==> src/rtl/led_pattern_scheduler_pkg.sv <==
// Shared types and constants for the LED pattern scheduler.
// Holds the FSM state enum, default widths and a width helper.
package led_pkg;

   typedef enum logic {
      IDLE = 1'b0,
      PLAY = 1'b1
   } state_e;

   localparam int PRESCALE_16MHZ_8HZ = 2_000_000;

   localparam int DEF_N_REQ = 2;
   localparam int DEF_PAT_W = 32;
   localparam int DEF_LEN_W = 5;
   localparam int DEF_REP_W = 4;

   function automatic int clog2_min1(input int n);
      return (n > 1) ? $clog2(n) : 1;
   endfunction

endpackage

==> src/rtl/led_pattern_scheduler_tick_prescaler.sv <==
// Free-running bit-rate divider: one-cycle tick every PRESCALE cycles after clear.
module tick_prescaler
   import led_pkg::*;
#(
   parameter int PRESCALE = PRESCALE_16MHZ_8HZ
) (
   input  logic CLK,
   input  logic RESETN,
   input  logic clear,
   output logic tick
);

   localparam int CNT_W = clog2_min1(PRESCALE);

   logic [CNT_W-1:0] cnt_q, cnt_d;

   assign tick = (cnt_q == CNT_W'(PRESCALE - 1));

   always_comb begin
      cnt_d = cnt_q + CNT_W'(1);
      if (clear || tick) begin
         cnt_d = '0;
      end
   end

   always_ff @(posedge CLK or negedge RESETN) begin
      if (!RESETN) begin
         cnt_q <= '0;
      end else begin
         cnt_q <= cnt_d;
      end
   end

endmodule

==> src/rtl/led_pattern_scheduler.sv <==
// Round-robin arbiter that shares one LED between N_REQ serial blink-pattern requesters.
// Patterns play LSB-first, one bit per prescaler tick; all outputs except READY are registered.
module led_pattern_scheduler
   import led_pkg::*;
#(
   parameter int N_REQ    = DEF_N_REQ,
   parameter int PAT_W    = DEF_PAT_W,
   parameter int LEN_W    = DEF_LEN_W,
   parameter int REP_W    = DEF_REP_W,
   parameter int PRESCALE = PRESCALE_16MHZ_8HZ,
   localparam int ID_W    = clog2_min1(N_REQ)
) (
   input  logic                   CLK,
   input  logic                   RESETN,
   input  logic [N_REQ-1:0]       REQ_VALID,
   output logic [N_REQ-1:0]       REQ_READY,
   input  logic [N_REQ*PAT_W-1:0] REQ_PATTERN,
   input  logic [N_REQ*LEN_W-1:0] REQ_LEN,
   input  logic [N_REQ*REP_W-1:0] REQ_REPEAT,
   input  logic                   ABORT,
   output logic                   LED,
   output logic                   BUSY,
   output logic [ID_W-1:0]        ACTIVE_ID,
   output logic                   DONE
);

   localparam int IDX_W = clog2_min1(PAT_W);

   state_e             state_q, state_d;
   logic [PAT_W-1:0]   pat_q, pat_d;
   logic [IDX_W-1:0]   len_q, len_d;
   logic [IDX_W-1:0]   idx_q, idx_d;
   logic [REP_W-1:0]   rep_q, rep_d;
   logic [ID_W-1:0]    rr_q, rr_d;
   logic [ID_W-1:0]    id_q, id_d;
   logic               led_q, led_d;
   logic               done_q, done_d;

   logic [PAT_W-1:0]   req_pat [N_REQ];
   logic [LEN_W-1:0]   req_len [N_REQ];
   logic [REP_W-1:0]   req_rep [N_REQ];

   logic               tick;
   logic               found;
   logic [ID_W-1:0]    winner;
   logic [2*N_REQ-1:0] valid_rot;
   int                 cand;

   generate
      for (genvar gi = 0; gi < N_REQ; gi++) begin : g_unpack
         assign req_pat[gi] = REQ_PATTERN[gi*PAT_W +: PAT_W];
         assign req_len[gi] = REQ_LEN[gi*LEN_W +: LEN_W];
         assign req_rep[gi] = REQ_REPEAT[gi*REP_W +: REP_W];
      end
   endgenerate

   tick_prescaler #(
      .PRESCALE (PRESCALE)
   ) u_prescaler (
      .CLK    (CLK),
      .RESETN (RESETN),
      .clear  (state_q != PLAY),
      .tick   (tick)
   );

   // Rotate VALID so the search always starts at bit 0 == rr pointer.
   always_comb begin
      found     = 1'b0;
      winner    = '0;
      cand      = 0;
      valid_rot = {REQ_VALID, REQ_VALID} >> rr_q;
      for (int k = 0; k < N_REQ; k++) begin
         if (!found && valid_rot[k]) begin
            found = 1'b1;
            cand  = int'(rr_q) + k;
            if (cand >= N_REQ) begin
               cand = cand - N_REQ;
            end
            winner = ID_W'(cand);
         end
      end
   end

   always_comb begin
      REQ_READY = '0;
      if (state_q == IDLE && found) begin
         REQ_READY[winner] = 1'b1;
      end
   end

   always_comb begin
      state_d = state_q;
      pat_d   = pat_q;
      len_d   = len_q;
      idx_d   = idx_q;
      rep_d   = rep_q;
      rr_d    = rr_q;
      id_d    = id_q;
      done_d  = 1'b0;
      case (state_q)
         IDLE: begin
            if (found) begin
               pat_d   = req_pat[winner];
               len_d   = (int'(req_len[winner]) >= PAT_W) ? IDX_W'(PAT_W - 1)
                                                          : IDX_W'(req_len[winner]);
               idx_d   = '0;
               rep_d   = req_rep[winner];
               rr_d    = (winner == ID_W'(N_REQ - 1)) ? '0 : winner + ID_W'(1);
               id_d    = winner;
               state_d = PLAY;
            end
         end
         PLAY: begin
            if (ABORT) begin
               state_d = IDLE;
            end else if (tick) begin
               if (idx_q < len_q) begin
                  idx_d = idx_q + IDX_W'(1);
               end else if (rep_q != '0) begin
                  rep_d = rep_q - REP_W'(1);
                  idx_d = '0;
               end else begin
                  done_d  = 1'b1;
                  state_d = IDLE;
               end
            end
         end
         default: state_d = IDLE;
      endcase
      // LED is registered from next-state values so it lines up with BUSY.
      led_d = (state_d == PLAY) ? pat_d[idx_d] : 1'b0;
   end

   always_ff @(posedge CLK or negedge RESETN) begin
      if (!RESETN) begin
         state_q <= IDLE;
         pat_q   <= '0;
         len_q   <= '0;
         idx_q   <= '0;
         rep_q   <= '0;
         rr_q    <= '0;
         id_q    <= '0;
         led_q   <= 1'b0;
         done_q  <= 1'b0;
      end else begin
         state_q <= state_d;
         pat_q   <= pat_d;
         len_q   <= len_d;
         idx_q   <= idx_d;
         rep_q   <= rep_d;
         rr_q    <= rr_d;
         id_q    <= id_d;
         led_q   <= led_d;
         done_q  <= done_d;
      end
   end

   assign LED       = led_q;
   assign BUSY      = (state_q == PLAY);
   assign ACTIVE_ID = id_q;
   assign DONE      = done_q;

endmodule

==> config.mk <==
export PLATFORM = sky130hd
export DESIGN_NAME = led_pattern_scheduler
export DESIGN_NICKNAME = d
export VERILOG_FILES = /design/src/rtl/led_pattern_scheduler_pkg.sv /design/src/rtl/led_pattern_scheduler_tick_prescaler.sv /design/src/rtl/led_pattern_scheduler.sv
export SDC_FILE = /design/constraint.sdc
export NUM_CORES = 1
export LEC_CHECK = 0
export CAP_MARGIN = 20
export CORE_MARGIN = 1.5
export CORE_UTILIZATION = 40
export DETAILED_ROUTE_END_ITERATION = 16
export GPL_TIMING_DRIVEN = 0
export PLACE_DENSITY = 0.66
export SKIP_CTS_REPAIR_TIMING = 1
export SYNTH_ARGS = -nofsm -noshare
export SYNTH_HDL_FRONTEND = slang
export SYNTH_SLANG_ARGS = --single-unit
==> constraint.sdc <==
create_clock -name CLK -period 3.09 [get_ports CLK]
set_input_delay 0.618 -clock CLK [delete_from_list [all_inputs] [get_ports CLK]]
set_output_delay 0.618 -clock CLK [all_outputs]
set_load 0.03 [all_outputs]
# After elaboration in Yosys (flattened, before gate mapping)
# Index checks and enable logic that the tools add are counted.
dict set report word_totals {
  regBits 72
  latchBits 0
  ram_bits 0
  in_bits 87
  mem_bits_ro 0
  mem_count 0
}
dict set report classes {
  mux 48
  n_reduce_logical 8
  multipliers 0
  div_mod_pow 0
  eq_ne 6
  n_shift 1
  bitwise 2
  magnitude_cmp 7
  add_sub_neg 7
}
# op n
set ops {}
lappend ops {{$mux W32} 5}
lappend ops {{$mux W5} 8}
lappend ops {{$mux W4} 8}
lappend ops {{$add A21 B1 Y21 const B} 1}
lappend ops {{$eq A21 B21 Y1 const B} 1}
lappend ops {{$mux W21} 1}
lappend ops {{$mux W1} 20}
lappend ops {{$pmux W5 S2} 1}
lappend ops {{$pmux W4 S2} 1}
lappend ops {{$lt A5 B6 Y1 const B} 1}
lappend ops {{$ne A2 B2 Y1 const B} 3}
lappend ops {{$add A5 B1 Y5 const B} 1}
lappend ops {{$bmux W1 S5} 1}
lappend ops {{$lt A5 B5 Y1} 1}
lappend ops {{$reduce_and A5 Y1} 1}
lappend ops {{$ge A2 B2 Y1 const B} 2}
lappend ops {{$ne A2 B1 Y1 const B} 2}
lappend ops {{$reduce_bool A4 Y1} 1}
lappend ops {{$shr A4 B1 Y2} 1}
lappend ops {{$sub A4 B1 Y4 const B} 1}
lappend ops {{$logic_and A1 B1 Y1} 3}
lappend ops {{$add A1 B1 Y2 const B} 1}
lappend ops {{$ge A1 B2 Y1 const B} 1}
lappend ops {{$lt A1 B2 Y1 const B} 1}
lappend ops {{other kinds (11)} 12}

# Longest topological paths before layout
dict set report logic_depth {
  depth_word 14
  mapped_depth 12
  depth_no_buf 11
}

# Cells and area by module
# Synthesis repeated with hierarchy kept, for this count alone.
dict set report hier_totals {
  hier_cells 401
  hier_area_um2 3932.5
}
# mod cells_each area_each_um2 instances
set by_module_without_submodules {}
lappend by_module_without_submodules {led_pattern_scheduler 283 2812.7 1}
lappend by_module_without_submodules {tick_prescaler 118 1119.8 1}

# Least setup slack after synthesis
# OpenSTA, ideal clock, no wires.
dict set report synth_timing {
  path_type {register to register}
  start {register idx_q[2]}
  end {register led_q (netlist: LED)}
  t_arrival_ns 2.665
  setup_time_ns 0.065
  stages_incl_launch_ff 12
  path_slack_ns 0.360
  period_less_slack_ns 2.730
  required_time_ns 3.025
  path_buffers 1
  path_cell_list {dfrtp_1 > ha_1 > a211oi_2 > o221ai_4 > a2111oi_4 > o211ai_4 > buf_12 > mux2i_1 > mux2i_1 > o22ai_1 > nor4b_1 > o21a_1}
}
dict set report synth_via {
  elab_chain_len 8
  word_cells_on_any_way 15
  classes_between {1 x add/sub; 1 x order compare; 13 x mux}
}
# element line_no
set synth_rtl {}
lappend synth_rtl {{start, declared} led_pattern_scheduler.sv:32} ;# logic [IDX_W-1:0] idx_q, idx_d;
lappend synth_rtl {{start signal, assigned} led_pattern_scheduler.sv:149} ;# idx_q <= idx_d;
lappend synth_rtl {{$lt A5 B5 Y1} led_pattern_scheduler.sv:117} ;# if (idx_q < len_q) begin
lappend synth_rtl {{$mux W5} led_pattern_scheduler.sv:117}
lappend synth_rtl {{$mux W5} led_pattern_scheduler.sv:116} ;# end else if (tick) begin
lappend synth_rtl {{$mux W5} led_pattern_scheduler.sv:114} ;# if (ABORT) begin
lappend synth_rtl {{$pmux W5 S2} led_pattern_scheduler.sv:100} ;# case (state_q)
lappend synth_rtl {{via idx_d[0]} led_pattern_scheduler.sv:32}
lappend synth_rtl {{$bmux W1 S5} led_pattern_scheduler.sv:131} ;# led_d = (state_d == PLAY) ? pat_d[idx_d] : 1'b0;
lappend synth_rtl {{$mux W1 (implied by the code)} led_pattern_scheduler.sv:131}
lappend synth_rtl {{$mux W1} led_pattern_scheduler.sv:131}
lappend synth_rtl {{via led_d} led_pattern_scheduler.sv:36} ;# logic led_q, led_d;
lappend synth_rtl {{end signal, assigned} led_pattern_scheduler.sv:153} ;# led_q <= led_d;
lappend synth_rtl {{end, declared} led_pattern_scheduler.sv:36}
# The timed path passes the listed nets, and every way through them passes these cells. The select of a mux whose other input is x is not followed.
# A chain may end at the register's enable or synchronous reset.

# Worst setup path after layout
dict set report layout_timing {
  start {register idx_q[3]}
  end {register led_q (netlist: LED)}
}
dict set report layout_via {
  elab_chain_len 8
  word_cells_on_any_way 15
  classes_between {1 x add/sub; 1 x order compare; 13 x mux}
}
# element line_no
set layout_rtl {}
lappend layout_rtl {{$add A5 B1 Y5 (tied with other cells)} led_pattern_scheduler.sv:118} ;# idx_d = idx_q + IDX_W'(1);
lappend layout_rtl {{$mux W5} led_pattern_scheduler.sv:117}
lappend layout_rtl {{$mux W5} led_pattern_scheduler.sv:116}
lappend layout_rtl {{$mux W5} led_pattern_scheduler.sv:114}
lappend layout_rtl {{$pmux W5 S2} led_pattern_scheduler.sv:100}
lappend layout_rtl {{$bmux W1 S5} led_pattern_scheduler.sv:131}
lappend layout_rtl {{$mux W1 (implied by the code)} led_pattern_scheduler.sv:131}
lappend layout_rtl {{$mux W1 *} led_pattern_scheduler.sv:131}
lappend layout_rtl {{via led_d} led_pattern_scheduler.sv:36}
# Mark *: on every way through the listed nets, which the timed path passes. The rest lies on a longest branch. The select of a mux whose other input is x is not followed.

==> impl_metrics.ini <==
[placed_design]
post-dp-hpwl_um = 7500
port_buffers = 92
place_inst = 640
place_congestion = 0.795

[clocking]
insertion_delay_ns = 0.36
cts_tree = built
cts_root_buf = clkbuf_8
cts_max_level = 3
clkTransAtPathRegs_ns = 0.08
cts_made_buffers = 9
cts.sinks = 72
clockBufferDepth = 2

[pwr]
p_leak_uw = 0.00230
power.density_nw_per_um2 = 669
swShare_pct = 34.7
p_switching_uw = 1280
power_frac_seq_pct = 36.3
combinationalPowerShare_pct = 37.2
clockPowerShare_pct = 26.5
cell_internal_pwr_uw = 2410
vdd_drop_max_v = 0.000283

[sta]
period_needed_ns = 2.89
clock_skew_ns = 0.00715
maxSlewViolCount = 0
fmax_mhz = 346
hold_violations = 0
setup_viol = 0
fin_hold_ws_ns = 0.399
finalSetupTns_ns = 0
relSlewSlack_pct = 39.7
tightest_slew_ns = 0.905
grt_setup_unrepaired = false
timing.final.crit_share_pct = 93.4

[synthesis]
synth.distinct_cells = 55
synth_ff_type = dfrtp_1
ys_seq_elements = 72
yosysSeqAreaShare_pct = 44.6
syn-num-nets = 510
synth_edf_count = 0
syn_inst = 415
synth_warnings = 0
synthArstFlopShare_pct = 100
synthesis.area_um2 = 4040
synth.avg_cell_area_um2 = 9.73

[critical_path]
worst-path-buf-inv = 1
crit_slowest_cell = dfrtp_1
worst-setup-path-type = flop to flop
worst_ep_arrival_time_ns = 3.13
slowest_delay_ns = 0.43
cp_max_fo = 8
cp-start-kind = flop
crit_chain = ha_1 > o21ai_1 > o221ai_4 > a2111oi_4 > o211ai_4 > buf_4 > mux2_2 > a211oi_1 > nor4_1 > o21a_1
critPathRequiredTime_ns = 3.33
cp-end-kind = flop
crit_family = compound AO/OA/AOI/OAI gates
r2r_slack_ns = 0.20

[floorplan]
initial_core_util_pct = 41.3
rows = 36
die_height_um = 103
dieArea_um2 = 10700
core-area_um2 = 9770
die_x_um = 103
ios = 93

[min_path]
worst_hold_path_type = primary input to asynchronous set/reset pin

[global_routing]
gr-total-overflow = 0
grt_first_pass_wirelength_um = 16000
grt_antenna_before_repair = 0
grt_pass1_vias = 3248
grt_max_degree = 73
grtUsageTotal_pct = 19.8

[finish]
area_growth_pct = 36.5
layout_commonest_cell = clkdlybuf4s50_1
multi_input_area_um2 = 2130
fin_cells = 664
antennaDiodeCount = 0
final_cell_mix = clkdlybuf4s50_1, dfrtp_1, nand2_1
fillers = 880
drive_gt1_share_pct = 13.9
seqCellArea_um2 = 1800
finalNetCount = 622

[job]
maxCapViolCount = 0

[route]
drtIter0Drc = 124
wl_per_cell_um = 15.6
drtAntennaViolNets = 0
wl_um = 10300
via_count = 3492
firstDrtPassIters = 5
via_per_inst = 5.26
drc_errors = 0

[outcome]
status = finished clean
cells by family (layout without fill, tap and decap cells):
group,count (synthesis),count (layout),share of synthesized area [%]
flops,72,72,44.6
mux,24,24,6.11
compound gates,118,118,20.6
buf+inv,37,153,3.94
fa+ha+maj,8,8,2.48
xor+xnor,16,16,3.47
simple gates,140,140,18.8
cell type report:
class | instances | share of cell area, %
inverters | 16 | 1.09
clock buffers | 9 | 2.25
multi-input cells | 306 | 38.6
repair buffers | 101 | 17.8
plain buffers | 21 | 2.09
flip-flops and latches | 72 | 32.7
well taps | 133 | 3.02
clock inverters | 6 | 2.41
metal layers:
layer	up-vias	GRT usage (%)	routed length [um]
met2	88	30.3	4800
met3	9	4.77	565
met1	1677	28.0	4820
met5	-	0	0
li1	1718	-	-
met4	0	5.61	142
sequential cells by signal (all words and copies together) (netlist names):
name               count
rr_q                   1
pat_q                 32
idx_q                  5
len_q                  5
rep_q                  4
BUSY                   1
DONE                   1
u_prescaler.cnt_q     21
ACTIVE_ID              1
LED                    1
power by group through the flow:
stage / Clock, uW / Combinational [uW] / Sequential [uW]
2_1_floorplan: 0 / 841 / 1340
3_3_place_gp: 0 / 1230 / 1340
5_1_grt: 1030 / 1530 / 1370
4_1_cts: 983 / 1290 / 1330
3_5_place_dp: 0 / 1280 / 1350
6_report: 975 / 1370 / 1340
synthesized netlist by cell type, drive strengths merged, types with 4 or more instances:
master | number | area [um^2]
nor2b | 5 | 31.3
nor3 | 5 | 30.0
and3 | 5 | 31.3
buf | 7 | 46.3
dfrtp | 72 | 1800
nand2 | 54 | 205
nand2b | 4 | 25.0
xor2 | 10 | 87.6
mux2 | 5 | 56.3
ha | 8 | 100
nand3 | 9 | 50.1
nor2 | 32 | 120
clkbuf | 14 | 52.6
and2 | 4 | 25.0
a22oi | 37 | 278
inv | 16 | 60.1
o21ai | 46 | 238
xnor2 | 6 | 52.6
mux2i | 19 | 190
a211oi | 5 | 42.5
o22ai | 8 | 50.1
a21oi | 7 | 42.5
path summary, 6_finish.rpt:
path / from / to / cells past startpoint
max: idx_q[3]$_DFF_PN0_ / LED$_DFF_PN0_ / 10
min: RESETN / rep_q[1]$_DFFE_PN0P_ / 1
max reg2reg: idx_q[3]$_DFF_PN0_ / LED$_DFF_PN0_ / 10
min reg2reg: ACTIVE_ID$_DFFE_PN0P_ / ACTIVE_ID$_DFFE_PN0P_ / 1
max in group asynchronous: RESETN / idx_q[2]$_DFF_PN0_ / 1
min in group CLK: ACTIVE_ID$_DFFE_PN0P_ / ACTIVE_ID$_DFFE_PN0P_ / 1
stage by stage:
step | power (uW) | utilization, % | cell area (um^2) | setup slack [ns]
global placement | 2570 | 52.4 | 5120 | -1.17
global route | 3930 | 56.4 | 5510 | 0.0403
finish | 3690 | 56.4 | 5510 | 0.202
CTS | 3600 | 55.0 | 5380 | -1.22
detailed placement | 2630 | 52.4 | 5120 | -1.21
floorplan | 2180 | - | 4040 | 0.360
worst register-to-register path, cell delays in order, from the launching register on:
cell and delay, ns:
dfrtp_1 0.43, ha_1 0.32, o21ai_1 0.22, o221ai_4 0.20
a2111oi_4 0.43, o211ai_4 0.19, buf_4 0.18, mux2_2 0.28
a211oi_1 0.25, nor4_1 0.09, o21a_1 0.19
No activity file was read; power rests on OpenSTA's default activity.
